==> config.mk <==
export PLATFORM = sky130hd
export DESIGN_NAME = mem_addr_sel
export DESIGN_NICKNAME = d
export VERILOG_FILES = /design/src/rtl/mem_addr_sel.sv
export SDC_FILE = /design/constraint.sdc
export NUM_CORES = 1
export LEC_CHECK = 0
export CAP_MARGIN = 15
export CORE_UTILIZATION = 35
export DETAILED_ROUTE_END_ITERATION = 7
export GPL_TIMING_DRIVEN = 0
export PLACE_DENSITY = 0.77
export SETUP_SLACK_MARGIN = 0.02
export SLEW_MARGIN = 20
export SYNTH_ARGS = -nofsm -noshare
export SYNTH_HDL_FRONTEND = slang
export SYNTH_SLANG_ARGS = --single-unit
==> constraint.sdc <==
create_clock -name clk -period 1.8 [get_ports clk]
set_input_delay 0.36 -clock clk [delete_from_list [all_inputs] [get_ports clk]]
set_output_delay 0.36 -clock clk [all_outputs]
set_load 0.005 [all_outputs]
==> src/rtl/mem_addr_sel.sv <==
// Memory address selector: registers one of NCH data channel addresses, or runs
// an exception-vector fetch sequence. Optional stall port via MEM_ADDR_SEL_STALL_EN.
module mem_addr_sel #(
  parameter int WIDTH    = 32,
  parameter int NCH      = 4,
  parameter int VEC_BASE = 253,
  parameter int NVEC     = 3,
  parameter int MEM_LAT  = 1,
  localparam int SW      = $clog2(NCH)
) (
  input  logic                 clk,
  input  logic                 rst_n,
`ifdef MEM_ADDR_SEL_STALL_EN
  input  logic                 stall,
`endif
  input  logic [SW-1:0]        sel,
  input  logic [NCH*WIDTH-1:0] data_in,
  input  logic                 vec_req,
  input  logic [1:0]           vec_cause,
  output logic [WIDTH-1:0]     addr_out,
  output logic                 addr_valid,
  output logic                 vec_busy,
  output logic                 vec_done,
  output logic                 err
);

  typedef enum logic [1:0] {IDLE, VEC_ADDR, VEC_WAIT, VEC_DONE} state_t;

  state_t           r_state;
  logic [3:0]       r_cnt;
  logic [WIDTH-1:0] r_addr;
  logic             r_valid;
  logic             r_busy;
  logic             r_done;
  logic             r_err;

  logic             w_stall;
  logic             w_sel_ok;
  logic             w_cause_ok;
  logic [WIDTH-1:0] w_ch;
  logic [WIDTH-1:0] w_vec_addr;

`ifdef MEM_ADDR_SEL_STALL_EN
  assign w_stall = stall;
`else
  assign w_stall = 1'b0;
`endif

  // Channel mux and legality decode; an out-of-range sel selects nothing
  always_comb begin
    w_sel_ok   = (int'(sel) < NCH);
    w_cause_ok = (int'(vec_cause) < NVEC);
    w_vec_addr = WIDTH'(VEC_BASE) + WIDTH'(vec_cause);
    w_ch       = '0;
    for (int i = 0; i < NCH; i++) begin
      w_ch = w_ch | ({WIDTH{int'(sel) == i}} & data_in[i*WIDTH +: WIDTH]);
    end
  end

  // Main FSM; a stall freezes every register, including pending pulses
  always_ff @(posedge clk) begin
    if (!rst_n) begin
      r_state <= IDLE;
      r_cnt   <= 4'd0;
      r_addr  <= '0;
      r_valid <= 1'b0;
      r_busy  <= 1'b0;
      r_done  <= 1'b0;
      r_err   <= 1'b0;
    end else if (!w_stall) begin
      r_err  <= 1'b0;
      r_done <= 1'b0;
      case (r_state)
        IDLE: begin
          if (vec_req && w_cause_ok) begin
            r_state <= VEC_ADDR;
            r_addr  <= w_vec_addr;
            r_valid <= 1'b1;
            r_busy  <= 1'b1;
          end else begin
            if (w_sel_ok) begin
              r_addr  <= w_ch;
              r_valid <= 1'b1;
            end else begin
              r_err <= 1'b1;
            end
            if (vec_req) begin
              r_err <= 1'b1;
            end
          end
        end
        VEC_ADDR: begin
          r_state <= VEC_WAIT;
          r_cnt   <= 4'(MEM_LAT - 1);
        end
        VEC_WAIT: begin
          if (r_cnt == 4'd0) begin
            r_state <= VEC_DONE;
            r_done  <= 1'b1;
          end else begin
            r_cnt <= r_cnt - 4'd1;
          end
        end
        VEC_DONE: begin
          r_state <= IDLE;
          r_busy  <= 1'b0;
        end
        default: begin
          r_state <= IDLE;
          r_busy  <= 1'b0;
        end
      endcase
    end
  end

  assign addr_out   = r_addr;
  assign addr_valid = r_valid;
  assign vec_busy   = r_busy;
  // Pulses are masked while stalled and reappear once the stall lifts
  assign vec_done   = r_done & ~w_stall;
  assign err        = r_err & ~w_stall;

endmodule

==> metrics.cfg <==
[status]
outcome=finished, violations left
violations=design-rule violations

[critical_path]
slowest_stage=clkdlybuf4s50_1
crit_type=in2reg
timing.rr.end=r_state[1]
path_cells=clkdlybuf4s50_1 > ha_2 > nand2b_4 > and3_1 > buf_2 > buf_4 > a22o_1
cpPeakStageDelay_ns=0.43
crit_fanout=10
r2r_start=r_cnt[0]
reg2reg_depth=5
crit_path_end_kind=flop
r2r_slack_ns=0.12
crit_arrival_ns=1.90
start_kind=input pin
required_ns=1.99

[yosys]
synthCells=185
yosys_warnings=0
synth_edf_count=0
async_reset_ff_share_pct=0
syn_area_sq_um=2407
synth_top_cell_area_share_pct=34.93
synth_ff_type=dfxtp_1
syn-num-nets=328
syn_avg_cell_area_sq_um=13.01
synth_cell_types=37
yosysSeqAreaShare_pct=34.93
ys_ff_latch=42
synth_area_leaders=dfxtp_1 (35%), mux4_2 (24%), a22o_1 (8.7%), mux4_1 (4.4%), ha_1 (4.2%)
synth_top_cell_by_area=dfxtp_1

[place]
dp.cells=430
dpl_worst_slack_ns=-0.3976
dpl.hpwl_mm=6.768
place_congestion=0.8392
placed_cell_area_sq_um=4185
numPortBuffers=168

[layout]
final_nets=502
drive_gt1_share_pct=16.71
num-fill-cells=501
syn2layout_area_growth_pct=77.91
postLayoutCellArea_sq_um=4283
final_cells=436
antenna_cells=0

[route]
dr.pass1.iters=7
vias_per_cell=5.493
vias=2395
drtAntennaViolNets=0
drtIter0Drc=118
drcViolationCount=11
totalWireLength_mm=8.323
wire_per_inst_um=19.09

[floorplan]
dieWidth_um=84.94
dieArea_sq_um=7214
core_sq_um=6495
ios=171
die_h_um=84.94
start_util_pct=37.06
rows=29

[clock_tree]
cts_setup_buffers=0
numCtsBuffers=5
clock_latency_ns=0.29
path_clk_slew_ns=0.08
cts_sinks=42
cts.path.max_buffers=2
root_buffer=clkbuf_8
htreeDepth=2
cts_tree=done

[timing]
max_freq_mhz=583.5
tns_ns=0
hold_ws_ns=0.4571
slew_violations=0
rsz0062_at_grt=yes
worst_pin_slew_ns=0.6568
period_minus_slack_ns=1.714
setup_slack_ns=0.08615
finalSetupViolCount=0
skew_ns=0.001403
hold_viol=0
max_slew_margin_pct=56.21
finalCritPeriodShare_pct=95.21

[pwr]
power.density_nw_per_um2=800.6
p_leak_nw=1.621
ir_drop_v=0.0004147

[run]
drv_cap=0

[worst_hold_path]
holdPathEnd=addr_valid
worst_hold_path_type=reg2reg
whs_path_depth=1
min_from=addr_valid

[grt]
track_usage_pct=22.96
grt_max_degree=13
grt_pass1_wl_mm=12.57
antenna_found_initial=0
grt_pass1_vias=2495
grt_overflow=0

sequential cells by signal (all words and copies together), names as in the netlist:
register	cells
vec_done	1
addr_valid	1
r_cnt	4
r_state	2
addr_out	32
err	1
vec_busy	1
repair_timing:
| action | in CTS | in global routing |
|---|---|---|
| hold buffers | 0 | 0 |
| gates resized for setup | 3 | 8 |
| setup endpoints to repair | 20 | 23 |
per-stage QoR:
stage / power (mW) / util, %
6_report: 3.429 / 65.94
5_1_grt: 3.639 / 65.94
4_1_cts: 3.445 / 65.81
3_5_place_dp: 2.853 / 64.44
3_3_place_gp: 2.813 / 64.44
2_1_floorplan: 1.975 / -
layer usage:
| layer | global-route usage, % | up-vias | part of all wire, % |
|---|---|---|---|
| met5 | 0 | - | 0 |
| met4 | 7.242 | 0 | 2.1 |
| met3 | 6.226 | 14 | 8.2 |
| met2 | 41.39 | 121 | 52 |
| met1 | 26.51 | 1158 | 38 |
| li1 | - | 1102 | - |
synth_stat cells (4+ instances only):
cell	number
mux4_1	4
buf_2	9
dfxtp_1	42
mux4_2	26
a22o_1	24
o221a_2	7
a21boi_0	5
clkbuf_1	6
inv_1	6
ha_1	8
power breakdown:
part           leakage, nW  total (mW)  internal [mW]  switching, mW
sequential           0.346        1.28           1.15          0.130
clock               0.0438       0.576          0.260          0.315
combinational         1.23        1.57          0.983          0.591
logic make-up (layout without fill, tap and decap cells):
family / after synthesis / count (layout) / synth area share [%]
flops: 42 / 42 / 34.93
fa+ha+maj: 8 / 8 / 4.158
buf+inv: 25 / 199 / 5.977
compound gates: 50 / 50 / 17.78
mux: 35 / 35 / 30.87
simple gates: 25 / 25 / 6.289
final cells by class:
| class | instances | area, sq um | area share (%) |
|---|---|---|---|
| clock buffers | 5 | 68.82 | 1.607 |
| inverters | 6 | 22.52 | 0.5259 |
| multi-input cells | 118 | 1433 | 33.45 |
| well taps | 77 | 96.34 | 2.249 |
| repair buffers | 168 | 1682 | 39.26 |
| clock inverters | 2 | 10.01 | 0.2337 |
| plain buffers | 18 | 130.1 | 3.038 |
| flip-flops and latches | 42 | 840.8 | 19.63 |
worst max path at each step:
stage	from	to	slack, ns	cells past startpoint
after floorplan	vec_cause[0]	addr_out[18]	0.24	6
final	vec_cause[0]	addr_out[27]	0.09	7
after CTS	vec_cause[0]	addr_out[25]	0.02	7
after global routing	vec_cause[0]	addr_out[31]	0.01	7
after global placement	vec_cause[0]	addr_out[12]	-0.39	7
after detailed placement	vec_cause[0]	addr_out[30]	-0.40	7
worst max-delay path, delay by kind of cell:
kind,cells,cell delay (ns)
buf+inv,3,0.77
simple gates,2,0.35
fa+ha+maj,1,0.22
compound gates,1,0.21
placed cells by master (no fill, tap or decap), types with 3 or more instances in the layout:
| cell type | synthesis | layout |
|---|---|---|
| nor2b_1 | 3 | 3 |
| buf_6 | 3 | 3 |
| inv_1 | 6 | 6 |
| a21boi_0 | 5 | 5 |
| o211ai_1 | 3 | 3 |
| mux4_1 | 4 | 4 |
| a22o_1 | 24 | 24 |
| ha_1 | 8 | 7 |
| o221a_2 | 7 | 7 |
| mux2i_1 | 3 | 3 |
| dfxtp_1 | 42 | 42 |
| o21ai_0 | 3 | 3 |
| clkbuf_8 | 0 | 5 |
| mux4_2 | 26 | 26 |
| nand3_1 | 3 | 3 |
| clkbuf_1 | 6 | 3 |
| buf_2 | 9 | 5 |
| clkdlybuf4s50_1 | 0 | 168 |
| nand2_1 | 3 | 3 |
Note: power is estimated with default switching activity, not from simulation.
==> patch 1: new RTL, config.mk and constraints unchanged <==
`NCH`: 4 -> 2.
--- a/src/rtl/mem_addr_sel.sv
+++ b/src/rtl/mem_addr_sel.sv
@@ -3,5 +3,5 @@
 module mem_addr_sel #(
   parameter int WIDTH    = 32,
-  parameter int NCH      = 4,
+  parameter int NCH      = 2,
   parameter int VEC_BASE = 253,
   parameter int NVEC     = 3,
Interface: changed (resized data_in and sel); port bits go from 171 to 106. The function was not compared with the original's and may differ.
==> patch 1 against the original RTL <==
Synthesized area fell by 12%. Clock power rose by 9.0%. Setup slack barely moved. Utilization fell by 8.7 points. Sequential cell count did not move. Critical path depth fell by 2. Design area fell by 21%. Routed wire length fell by 33%. Clock skew rose by 0.0038 ns. Critical endpoint is now r_cnt[3]$_SDFFE_PN0P_. Total power rose by 6.2%. Fmax barely moved. Hold slack improved by 0.011 ns.
==> patch 1: results (changes against the original RTL) <==
status finished, final reports clean; detailed-placement wirelength estimate 4363 um (-36%); WL/cell 13.33 um (-30%); # resized after CTS 2 (-1); GRT Util Overall 17.94% (-5.0 points); worst-path cell with the longest stage delay or4b_1; maximum VDD drop 0.6101 mV (+47%); CP Max Fanout 7 (-3); post-synthesis compound-gate area fraction 12.71% (-5.1 points); DP Area 3262 um2 (-22%); internal power 2.431 mW (+1.6%); combinational power share 47.3% (+1.4 points); largest net degree at the start of global routing 14 (+1); placed cells 413 (-4.0%); Setup WS pre-CTS -0.4075 ns (-0.009907 ns); Post-synth top cells 42 x dfxtp_1, 35 x a21oi_1, 29 x nand2b_1, 28 x nand3_1, 26 x mux2_2; Netlist cell types 28 (-24%); routability cong. 0.8429 (+0.44%); Initial DRT Pass Iterations 4 (-3); Vias 2048 (-14%); port buffer count 104 (-38%); Post-Synth Adder-Cell Area 4.706% (+0.55 points); Buf/Inv on CP 1 (-2); first-pass GRT wire length 8894 um (-29%); 1st-iter DRT viols 85 (-28%); layout cell share with drive strength beyond 1 14.78% (-1.9 points); synthesized area per cell 9.090 um2 (-30%); Filler Cell Count 536 (+7.0%); Setup Buffers After CTS 0 (unchanged); CP top delay family simple AND/OR/NAND/NOR gates; initial antenna violation count 0 (unchanged); post-synthesis sequential area ratio 39.53% (+4.6 points); vias per cell 4.876 (-11%); largest cells by area after synthesis dfxtp_1 40%, mux2_2 14%, nand2b_1 8.5%; Final nets 422 (-16%); CP max stage delay 0.46 ns (+0.03 ns); Syn Nets 312 (-4.9%); Crit path arrival time 1.94 ns (+0.04 ns); clock skew 0.005221 ns (+0.003818 ns)
## patch 1: cell count changes in the layout (fill, tap and decap cells not counted), sizes merged, moves of 8 or more
cell           change
a21oi             +36
clkbuf             +8
mux4              -30
nand2b            +26
nand3             +25
a22o              -24
mux2              +24
clkdlybuf4s50     -64
## patch 1: cell families (layout without fill, tap and decap cells)
| group | count (synthesis) | in the layout |
|---|---|---|
| flip-flops | 42 | 42 |
| multiplexers | 34 | 34 |
| adder cells (fa/ha/maj) | 8 | 8 |
| buffers and inverters | 25 | 136 |
| AO/OA/AOI/OAI | 49 | 49 |
| AND/OR/NAND/NOR | 76 | 76 |
## patch 1: final timing paths
path                                                start                   endpoint  slack [ns]  cells after the start
worst max register to register    r_state[0]$_SDFFE_PN0P_      r_cnt[3]$_SDFFE_PN0P_        0.09                      5
worst min-delay path            addr_out[23]$_SDFFE_PN0N_  addr_out[23]$_SDFFE_PN0N_        0.47                      2
worst max-delay path              r_state[0]$_SDFFE_PN0P_      r_cnt[3]$_SDFFE_PN0P_        0.09                      5
worst min register to register  addr_out[23]$_SDFFE_PN0N_  addr_out[23]$_SDFFE_PN0N_        0.47                      2
## patch 1: power groups by stage
stage | clock network (mW) | logic, mW | registers [mW]
finish | 0.628 | 1.72 | 1.29
global route | 0.678 | 1.91 | 1.32
CTS | 0.645 | 1.72 | 1.30
detailed placement | 0 | 1.71 | 1.31
global placement | 0 | 1.68 | 1.31
floorplan | 0 | 0.885 | 1.32
## patch 1: cell type report
class / instances / area share, %
multi-input combinational: 167 / 35.35
tap: 75 / 2.785
inverter: 6 / 0.6684
timing repair buffer: 104 / 30.89
clock buffer: 6 / 2.451
buffer: 18 / 2.525
sequential: 42 / 24.95
clock inverter: 2 / 0.3713
## patch 1: worst reg2reg max path, delay by kind of cell (launching register included)
kind / cells / cell delay, ns
buffers and inverters: 1 / 0.12
adders and majority gates: 1 / 0.25
AOI/OAI and AO/OA: 1 / 0.13
and+or+nand+nor: 2 / 0.80
DFF: 1 / 0.35
## patch 1: through the flow
| stage | total power, mW | util (%) |
|---|---|---|
| 6_report | 3.641 | 57.25 |
| 5_1_grt | 3.913 | 57.25 |
| 4_1_cts | 3.656 | 57.02 |
| 3_5_place_dp | 3.024 | 55.42 |
| 3_3_place_gp | 2.993 | 55.42 |
| 2_1_floorplan | 2.209 | - |
## patch 1: metal layers
metal  GRT usage, %  routed length [um]  vias to the layer above
met5              0                   0                        -
met4          6.071                  46                        0
met3          5.943                 496                        6
met2          30.51                2673                       76
met1          21.00                2382                      931
li1               -                   -                     1035
==> patch 2: new RTL, config.mk and constraints unchanged <==
Without the edit above. The 4 states of `state_t` get a one-hot encoding in 4 bits.
--- a/src/rtl/mem_addr_sel.sv
+++ b/src/rtl/mem_addr_sel.sv
@@ -25,5 +25,5 @@
 );
 
-  typedef enum logic [1:0] {IDLE, VEC_ADDR, VEC_WAIT, VEC_DONE} state_t;
+  typedef enum logic [3:0] {IDLE = 4'b0001, VEC_ADDR = 4'b0010, VEC_WAIT = 4'b0100, VEC_DONE = 4'b1000} state_t;
 
   state_t           r_state;
Check against the original RTL: same outputs for any inputs over 10 cycles, from zero or initial values and one cycle with rst_n low; not proved beyond that.
==> patch 2 against the original RTL <==
The flow still finishes with violations (design-rule violations). Hold slack better by 0.026 ns. Via count up 1.1%. Synthesized area down 1.2%. Design area up 0.35%. Sequential cell count up 2. Critical path depth down 3. Routed wire length down 5.3%. First-iteration DRC count up 9.3%. Count of clock-buffer cells in the layout unchanged. Setup slack worse by 0.016 ns. Total power down 6.1%. Highest routed layer unchanged. Critical endpoint is now addr_out[15]$_SDFFE_PN0P_.
==> patch 2: results (changes against the original RTL) <==
status finished with violations; failing checks design-rule violations; detailed-placement wirelength estimate 6392 um (-5.6%); reg2reg path depth 4 (-1); Syn Nets 320 (-2.4%); global-route met3 utilization 6.883% (+0.66 points); vias in the first global route 2597 (+4.1%); # resized after CTS 2 (-1); # diodes 0 (unchanged); worst skew pair latency 0.31 ns (+0.02 ns); Post-synth top cells 44 x dfxtp_1, 30 x mux4_2, 24 x a32o_1, 9 x clkbuf_1, 7 x a21oi_1; Setup crit end addr_out[15]$_SDFFE_PN0P_; first-pass GRT wire length 12560 um (about the same); PD cells 748.8 nW/um2 (-6.5%); LEAKAGE 1.548 nW (-4.5%); M2 GR Usage 42.62% (+1.2 points); worst hold start addr_valid$_SDFFE_PN0P_; combinational power 1.24 mW (-21%); post-synthesis sequential area ratio 37.05% (+2.1 points); layout cell share with drive strength beyond 1 18.84% (+2.1 points); hold_ws 0.4827 ns (+0.02557 ns); Synth Warn # 0 (unchanged); Clk. pwr 0.764 mW (+33%); DR DRC count 5 (-6); met1 WL 2941 um (-7.4%); worst r2r src r_state[1]$_SDFFE_PN0P_; hold path depth 2 (+1); Switching Share 27.47% (-2.8 points); FF-to-FF setup slack 0.07 ns (-0.05 ns); Peak Freq 578.0 MHz (-0.95%); Initial DRT Pass Iterations 8 (+1); CP top delay family simple AND/OR/NAND/NOR gates; 1st-iter DRT viols 129 (+9.3%); post-synthesis mux area share 30.21% (-0.66 points); CP max stage delay 0.60 ns (+0.17 ns); worst-path cell with the longest stage delay or4b_4; Setup WS pre-CTS -0.3929 ns (+0.004685 ns); drt total wl 7879 um (-5.3%); port buffer count 167 (-0.60%); wire length on met2 4173 um (-2.7%); Vias 2421 (+1.1%); Final nets 498 (-0.80%); clock skew 0.01230 ns (+0.01090 ns); Netlist cell types 36 (-2.7%); maximum VDD drop 0.3499 mV (-16%); post-synthesis compound-gate area fraction 18.37% (+0.59 points); CP Launch Point r_state[1]$_SDFFE_PN0P_; relative slew slack 57.32% (+1.1 points); largest cells by area after synthesis dfxtp_1 37%, mux4_2 28%, a32o_1 10%; Crit path arrival time 1.93 ns (+0.03 ns); largest net degree at the start of global routing 15 (+2); hold path endpoint addr_valid$_SDFFE_PN0P_
patch 2: cell types whose count changed in the layout (fill, tap and decap cells not counted), sizes merged, moves of 3 or more:
cell	change
a21boi	-5
a21oi	+7
a22o	-24
a32o	+24
buf	+3
ha	-5
nor2	+3
or4b	+3
patch 2: cell type report:
| cell class | instances | area (um2) |
|---|---|---|
| Tap cell | 77 | 96.34 |
| Fill cell | 523 | 2161 |
| Multi-Input combinational cell | 115 | 1399 |
| Buffer | 19 | 93.84 |
| Clock buffer | 5 | 68.82 |
| Inverter | 4 | 15.01 |
| Sequential cell | 44 | 880.8 |
| Timing Repair Buffer | 171 | 1702 |
| Clock inverter | 3 | 42.54 |
patch 2: worst register-to-register path, stage by stage, from the launching register on:
cell and delay [ns]:
dfxtp_1 0.37, or4b_4 0.60, buf_2 0.22, buf_6 0.17, a32o_1 0.25
patch 2: through the flow:
stage               std cells  area (um2)
finish                    438        4298
floorplan                 182        2377
global placement          426        4145
global route              438        4298
detailed placement        426        4145
CTS                       434        4268
